$ cat src/rtl/fsm_door_ctrl.sv
// rtl/fsm_door_ctrl.sv - door/gate motor controller FSM with dead time, travel timeout and auto-close
//
// Purpose:
//   Drives the up/down door motor from keys and end-stop sensors. Motor
//   reversals always pass through a motor-off PAUSE. Travel longer than
//   MOVE_TIMEOUT locks the controller in FAULT until reset. The door can
//   close automatically after AUTO_CLOSE cycles in OPEN. A red warning light
//   blinks while the door moves.
//
// Ports:
//   clk2m        in   clock, rising edge
//   rst          in   synchronous, active-high reset
//   key_up       in   open request (level, asynchronous)
//   key_down     in   close request (level, asynchronous)
//   sense_up     in   end stop, door fully open (asynchronous)
//   sense_down   in   end stop, door fully closed (asynchronous)
//   ml           out  motor drives door up
//   mr           out  motor drives door down
//   light_red    out  warning light (steady or blinking)
//   light_green  out  door open indicator
//   fault        out  FAULT state active
module fsm_door_ctrl #(
   parameter int MOVE_TIMEOUT = 4000,
   parameter int REV_GAP      = 4,
   parameter int BLINK_HALF   = 1000,
   parameter int AUTO_CLOSE   = 0
) (
   input  logic clk2m,
   input  logic rst,
   input  logic key_up,
   input  logic key_down,
   input  logic sense_up,
   input  logic sense_down,
   output logic ml,
   output logic mr,
   output logic light_red,
   output logic light_green,
   output logic fault
);

   localparam int MAX_A   = (MOVE_TIMEOUT > REV_GAP) ? MOVE_TIMEOUT : REV_GAP;
   localparam int MAX_B   = (BLINK_HALF > AUTO_CLOSE) ? BLINK_HALF : AUTO_CLOSE;
   localparam int CNT_MAX = (MAX_A > MAX_B) ? MAX_A : MAX_B;
   localparam int CNT_W   = $clog2(CNT_MAX) + 1;

   localparam bit AUTO_EN = (AUTO_CLOSE > 0);

   // Terminal counts: a state is held for exactly N cycles when it leaves
   // on the cycle the counter shows N-1.
   localparam logic [CNT_W-1:0] MOVE_LAST  = CNT_W'(MOVE_TIMEOUT - 1);
   localparam logic [CNT_W-1:0] GAP_LAST   = CNT_W'(REV_GAP - 1);
   localparam logic [CNT_W-1:0] BLINK_LAST = CNT_W'(BLINK_HALF - 1);
   localparam logic [CNT_W-1:0] AUTO_LAST  = CNT_W'(AUTO_EN ? AUTO_CLOSE - 1 : 0);

   typedef enum logic [2:0] {
      ST_UNKNOWN,
      ST_CLOSED,
      ST_OPENING,
      ST_OPEN,
      ST_CLOSING,
      ST_PAUSE,
      ST_FAULT
   } state_t;

   // Synchroniser bit order: {key_up, key_down, sense_up, sense_down}
   logic [3:0]       sync1_q, sync1_d;
   logic [3:0]       sync2_q, sync2_d;
   state_t           state_q, state_d;
   state_t           target_q, target_d;
   logic [CNT_W-1:0] cnt_q, cnt_d;
   logic [CNT_W-1:0] blink_cnt_q, blink_cnt_d;
   logic             blink_q, blink_d;
   logic             ml_q, ml_d;
   logic             mr_q, mr_d;
   logic             red_q, red_d;
   logic             green_q, green_d;
   logic             fault_q, fault_d;

   logic ku_s, kd_s, su_s, sd_s;
   logic close_req;
   logic blinking;

   assign ku_s = sync2_q[3];
   assign kd_s = sync2_q[2];
   assign su_s = sync2_q[1];
   assign sd_s = sync2_q[0];

   // Both keys together count as an open request, so close needs key_up low.
   assign close_req = kd_s & ~ku_s;

   always_comb begin
      sync1_d  = {key_up, key_down, sense_up, sense_down};
      sync2_d  = sync1_q;
      state_d  = state_q;
      target_d = target_q;

      // Both end stops active is physically impossible: treat as a sensor fault.
      if (state_q != ST_FAULT && su_s && sd_s) begin
         state_d = ST_FAULT;
      end else begin
         case (state_q)
            ST_UNKNOWN: begin
               if (sd_s)      state_d = ST_CLOSED;
               else if (su_s) state_d = ST_OPEN;
               else if (ku_s) state_d = ST_OPENING;
               else if (kd_s) state_d = ST_CLOSING;
            end
            ST_CLOSED: begin
               if (ku_s) state_d = ST_OPENING;
            end
            ST_OPENING: begin
               // End stop is tested before the timeout so arrival on the last cycle still counts.
               if (su_s) begin
                  state_d = ST_OPEN;
               end else if (close_req) begin
                  state_d  = ST_PAUSE;
                  target_d = ST_CLOSING;
               end else if (cnt_q == MOVE_LAST) begin
                  state_d = ST_FAULT;
               end
            end
            ST_OPEN: begin
               if (close_req) begin
                  state_d = ST_CLOSING;
               end else if (AUTO_EN && !ku_s && cnt_q == AUTO_LAST) begin
                  state_d = ST_CLOSING;
               end
            end
            ST_CLOSING: begin
               if (sd_s) begin
                  state_d = ST_CLOSED;
               end else if (ku_s) begin
                  state_d  = ST_PAUSE;
                  target_d = ST_OPENING;
               end else if (cnt_q == MOVE_LAST) begin
                  state_d = ST_FAULT;
               end
            end
            ST_PAUSE: begin
               if (cnt_q == GAP_LAST) state_d = target_q;
            end
            ST_FAULT: begin
               state_d = ST_FAULT;
            end
            default: begin
               state_d = ST_UNKNOWN;
            end
         endcase
      end

      // Shared counter: travel time, dead time or auto-close time, restarted on every state change.
      cnt_d = '0;
      if (state_d == state_q) begin
         case (state_q)
            ST_OPENING, ST_CLOSING, ST_PAUSE: cnt_d = cnt_q + CNT_W'(1);
            ST_OPEN:  cnt_d = (ku_s || !AUTO_EN) ? '0 : cnt_q + CNT_W'(1);
            default:  cnt_d = '0;
         endcase
      end

      // Blink phase restarts dark on every entry into a moving/paused state.
      blinking = (state_d == ST_OPENING) || (state_d == ST_CLOSING) || (state_d == ST_PAUSE);
      if (!blinking || state_d != state_q) begin
         blink_cnt_d = '0;
         blink_d     = 1'b0;
      end else if (blink_cnt_q == BLINK_LAST) begin
         blink_cnt_d = '0;
         blink_d     = ~blink_q;
      end else begin
         blink_cnt_d = blink_cnt_q + CNT_W'(1);
         blink_d     = blink_q;
      end

      // Outputs are registered copies of the decode of the next state.
      ml_d    = (state_d == ST_OPENING);
      mr_d    = (state_d == ST_CLOSING);
      green_d = (state_d == ST_OPEN);
      fault_d = (state_d == ST_FAULT);
      red_d   = (state_d == ST_UNKNOWN) || (state_d == ST_FAULT) || (blinking && blink_d);
   end

   always_ff @(posedge clk2m) begin
      if (rst) begin
         sync1_q     <= '0;
         sync2_q     <= '0;
         state_q     <= ST_UNKNOWN;
         target_q    <= ST_OPENING;
         cnt_q       <= '0;
         blink_cnt_q <= '0;
         blink_q     <= 1'b0;
         ml_q        <= 1'b0;
         mr_q        <= 1'b0;
         red_q       <= 1'b1;
         green_q     <= 1'b0;
         fault_q     <= 1'b0;
      end else begin
         sync1_q     <= sync1_d;
         sync2_q     <= sync2_d;
         state_q     <= state_d;
         target_q    <= target_d;
         cnt_q       <= cnt_d;
         blink_cnt_q <= blink_cnt_d;
         blink_q     <= blink_d;
         ml_q        <= ml_d;
         mr_q        <= mr_d;
         red_q       <= red_d;
         green_q     <= green_d;
         fault_q     <= fault_d;
      end
   end

   assign ml          = ml_q;
   assign mr          = mr_q;
   assign light_red   = red_q;
   assign light_green = green_q;
   assign fault       = fault_q;

endmodule

$ cat config.mk
export PLATFORM = sky130hd
export DESIGN_NAME = fsm_door_ctrl
export DESIGN_NICKNAME = d
export VERILOG_FILES = /design/src/rtl/fsm_door_ctrl.sv
export SDC_FILE = /design/constraint.sdc
export NUM_CORES = 1
export LEC_CHECK = 0
export ABC_AREA = 1
export CAP_MARGIN = 0
export CORE_ASPECT_RATIO = 1.25
export CORE_MARGIN = 2
export CORE_UTILIZATION = 45
export DETAILED_ROUTE_END_ITERATION = 8
export PLACE_DENSITY = 0.74
export SLEW_MARGIN = 0
export SYNTH_ARGS = -nofsm -noshare
export SYNTH_HDL_FRONTEND = slang
export SYNTH_SLANG_ARGS = --single-unit
$ cat constraint.sdc
create_clock -name clk2m -period 2.6 [get_ports clk2m]
set_clock_uncertainty 0.1 [all_clocks]
set_input_delay 0.39 -clock clk2m [delete_from_list [all_inputs] [get_ports clk2m]]
set_output_delay 0.39 -clock clk2m [all_outputs]
set_load 0.03 [all_outputs]
==> results.md <==
- Hold Crit Class: reg -> reg
- # nets final: 319
- Vias: 1781
- Switching Share: a little under a third
- Ranking of synthesized cells by area: dfxtp_1 41%, nand2_1 9.2%, inv_1 7.5%, nor2_1 6.7%, nor2_2 6.3%
- Slew Limit Fails: 0
- Core footprint: ~4700 sq um
- FP Rows: 28
- N_diodes: 0
- CTS root buf: clkbuf_8
- Initial antenna violation count: 0
- RSZ-0062 raised after global routing: false
- Crit path max fanout: 13
- Post-DP HPWL: 2.80 mm
- H-Tree Depth: 2
- Post-synthesis register bit count: 45
- Worst EP required: approximately 2.7 ns
- Post-CTS setup buffer count: 0
- Critical path type: reg -> reg
- GRT Util Overall: 16.2%
- Die area: 5460 sq um
- Pint: about 0.0011 W
- Setup WS pre-CTS: 0.293 ns
- Clock power share: 32.0%
- CP Data Arrival Time: 2.51 ns
- Layout cell share with drive strength beyond 1: 13.1%
- Post-route ant nets: 0
- FMAX: around 0.42 GHz
- Chip width: 66.5 microns
- Commonest non-fill, non-tap cell in the layout: nand2_1
- First-pass GRT wire length: 6.80 mm
- TritonCTS clock tree: built
- Gate power share: 19.1%
- Worst-Skew Late Latency: 0.30 ns
- Power Dens Cells: around 630 nW/um^2
- Area after DPL: 2330 sq um
- Synth Warn #: 0
- Synth cell types: 26
- Synthesized area: between 2000 and 2500 sq um
- Post-Synthesis Cells: 298
- Synth top area share: roughly 41%
- Crit share post-route: 91.5%
- Worst slew pin tran: 0.498 ns
- Post-route cell area: 2440 sq um
- Sw power: 0.000467 W
- Leak: 0.974 nW
- Final worst setup slack: approximately 0.22 ns
- Hold Slack: between 0.3 and 0.4 ns
- Initial DRC Count: 47
- Sequential Power Share: around half
- Clock transition at the registers of the reported paths: 0.09 ns
- Syn_nets: 306
- Via-to-Cell Ratio: 4.79
- Largest net degree at the start of global routing: 15
- Most frequent cells in the layout: 54 x nand2_1, 45 x dfxtp_1, 44 x inv_1
- P&R area growth vs syn: 11.2%
- Fin crit period: 2.38 ns
- Final setup fails: 0
- Area leader, netlist: dfxtp_1
- Max-slew headroom: 66.5%
- VDD IR-drop max: slightly above 0.4 mV
- Syn Area/Cell: 7.37 sq um
- GR Overflow Total: 0
- Clk buf depth: 2
- Ports: 11
- Total Routed Length: 3.90 mm
- TritonCTS Buffers: 5
- Critical Path End Type: flop
- Setup TNS Final: 0 ns
- Wire per inst: approximately 10 microns
- Outcome: complete, no violations
- Sink Count: 45
- Seq/Total Area, Yosys: 41.0%
- DRT Pass-1 Iters: 4
- Die Height: ~80 microns
- DRC Markers: 0
- Vias in the first global route: 1645
- Gp weighted congestion: 0.995
- Initial Utilization: roughly 46%
- CP startpoint kind: flop
- MaxCap Viol Count: 0
- Final Hold Viols: 0
- Port Buffers: 10
-- metrics by stage --
| step | util, % | instances | total power [W] |
|---|---|---|---|
| after floorplan | - | 298 | 0.000990 |
| after global placement | 49.3 | 364 | 0.00105 |
| after detailed placement | 49.3 | 364 | 0.00105 |
| after CTS | 51.5 | 372 | 0.00154 |
| after global routing | 51.7 | 372 | 0.00162 |
| final | 51.7 | 372 | 0.00153 |
-- power by group through the flow --
| stage | registers [W] | logic, W | clock network [W] |
|---|---|---|---|
| after floorplan | 0.000772 | 0.000218 | 0 |
| after global routing | 0.000754 | 0.000328 | 0.000535 |
| after global placement | 0.000764 | 0.000283 | 0 |
| final | 0.000750 | 0.000294 | 0.000491 |
| after CTS | 0.000749 | 0.000288 | 0.000507 |
| after detailed placement | 0.000764 | 0.000285 | 0 |
-- kinds of logic (layout without fill, tap and decap cells) --
group,count (synthesis),count (layout),synth area share [%]
and+or+nand+nor,168,168,36.3
AOI/OAI and AO/OA,10,10,2.51
adders and majority gates,2,2,1.14
DFF,45,45,41.0
xor gates and xnor gates,23,23,9.17
buffers and inverters,50,64,9.91
-- synth_stat cells --
library cell	count
nand2_1	54
dfxtp_1	45
inv_1	44
nor2_1	39
nand3_1	26
nor2_2	22
xor2_1	15
nor3_1	10
xnor2_1	8
nand3_2	5
buf_6	4
nand4_1	4
o21ai_0	4
nand2_2	3
a21oi_1	2
ha_1	2
nor4_1	2
a31oi_1	1
and2_0	1
and3_1	1
clkbuf_1	1
inv_2	1
nor2_4	1
o211ai_1	1
o21ai_1	1
o22ai_1	1
-- final timing paths --
| path | depth (start not counted) | end | start | slack, ns |
|---|---|---|---|---|
| worst max register to register | 12 | cnt_q[0]$_SDFF_PP0_ | state_q[0]$_SDFF_PP0_ | 0.22 |
| worst max-delay path | 12 | cnt_q[0]$_SDFF_PP0_ | state_q[0]$_SDFF_PP0_ | 0.22 |
| worst min-delay path | 2 | sync2_q[0]$_SDFF_PP0_ | sync1_q[0]$_SDFF_PP0_ | 0.30 |
| worst min register to register | 2 | sync2_q[0]$_SDFF_PP0_ | sync1_q[0]$_SDFF_PP0_ | 0.30 |
-- cell type report --
class,instances,area [sq um]
clock buffers,7,96.3
fillers,456,2290
inverters,45,169
repair buffers,11,108
well taps,60,75.1
clock inverters,1,8.76
multi-input cells,203,1090
flip-flops and latches,45,901
-- timing repair --
action | in CTS | in global routing
hold buffers | 0 | 0
gates resized for setup | 0 | 1
setup endpoints to repair | 0 | 1
endpoints found under the hold margin | 0 | 0
-- worst max-delay path, stage by stage (launching register included) --
cell and delay (ns):
dfxtp_1 0.56, inv_1 0.16, nand3_1 0.17, nand2_1 0.09, nor2_1 0.10, nand2_1 0.06
inv_1 0.06, nand3_1 0.15, nand2_1 0.14, nand3_2 0.10, nor2_4 0.14, nand3_2 0.31
nor2_1 0.17
-- sequential cells by signal (all words and copies together), names as in the netlist, 2 cells and up --
name / cells
sync1_q: 4
state_q: 3
blink_cnt_q: 13
cnt_q: 13
target_q: 2
sync2_q: 4
-- metal layers --
metal	up-vias	routed length, microns	track usage [%]
met5	-	0	0
li1	942	-	-
met1	799	1900	19.1
met3	10	116	4.20
met4	0	110	8.78
met2	30	1770	26.9
Power figures use the tool's default switching activity.
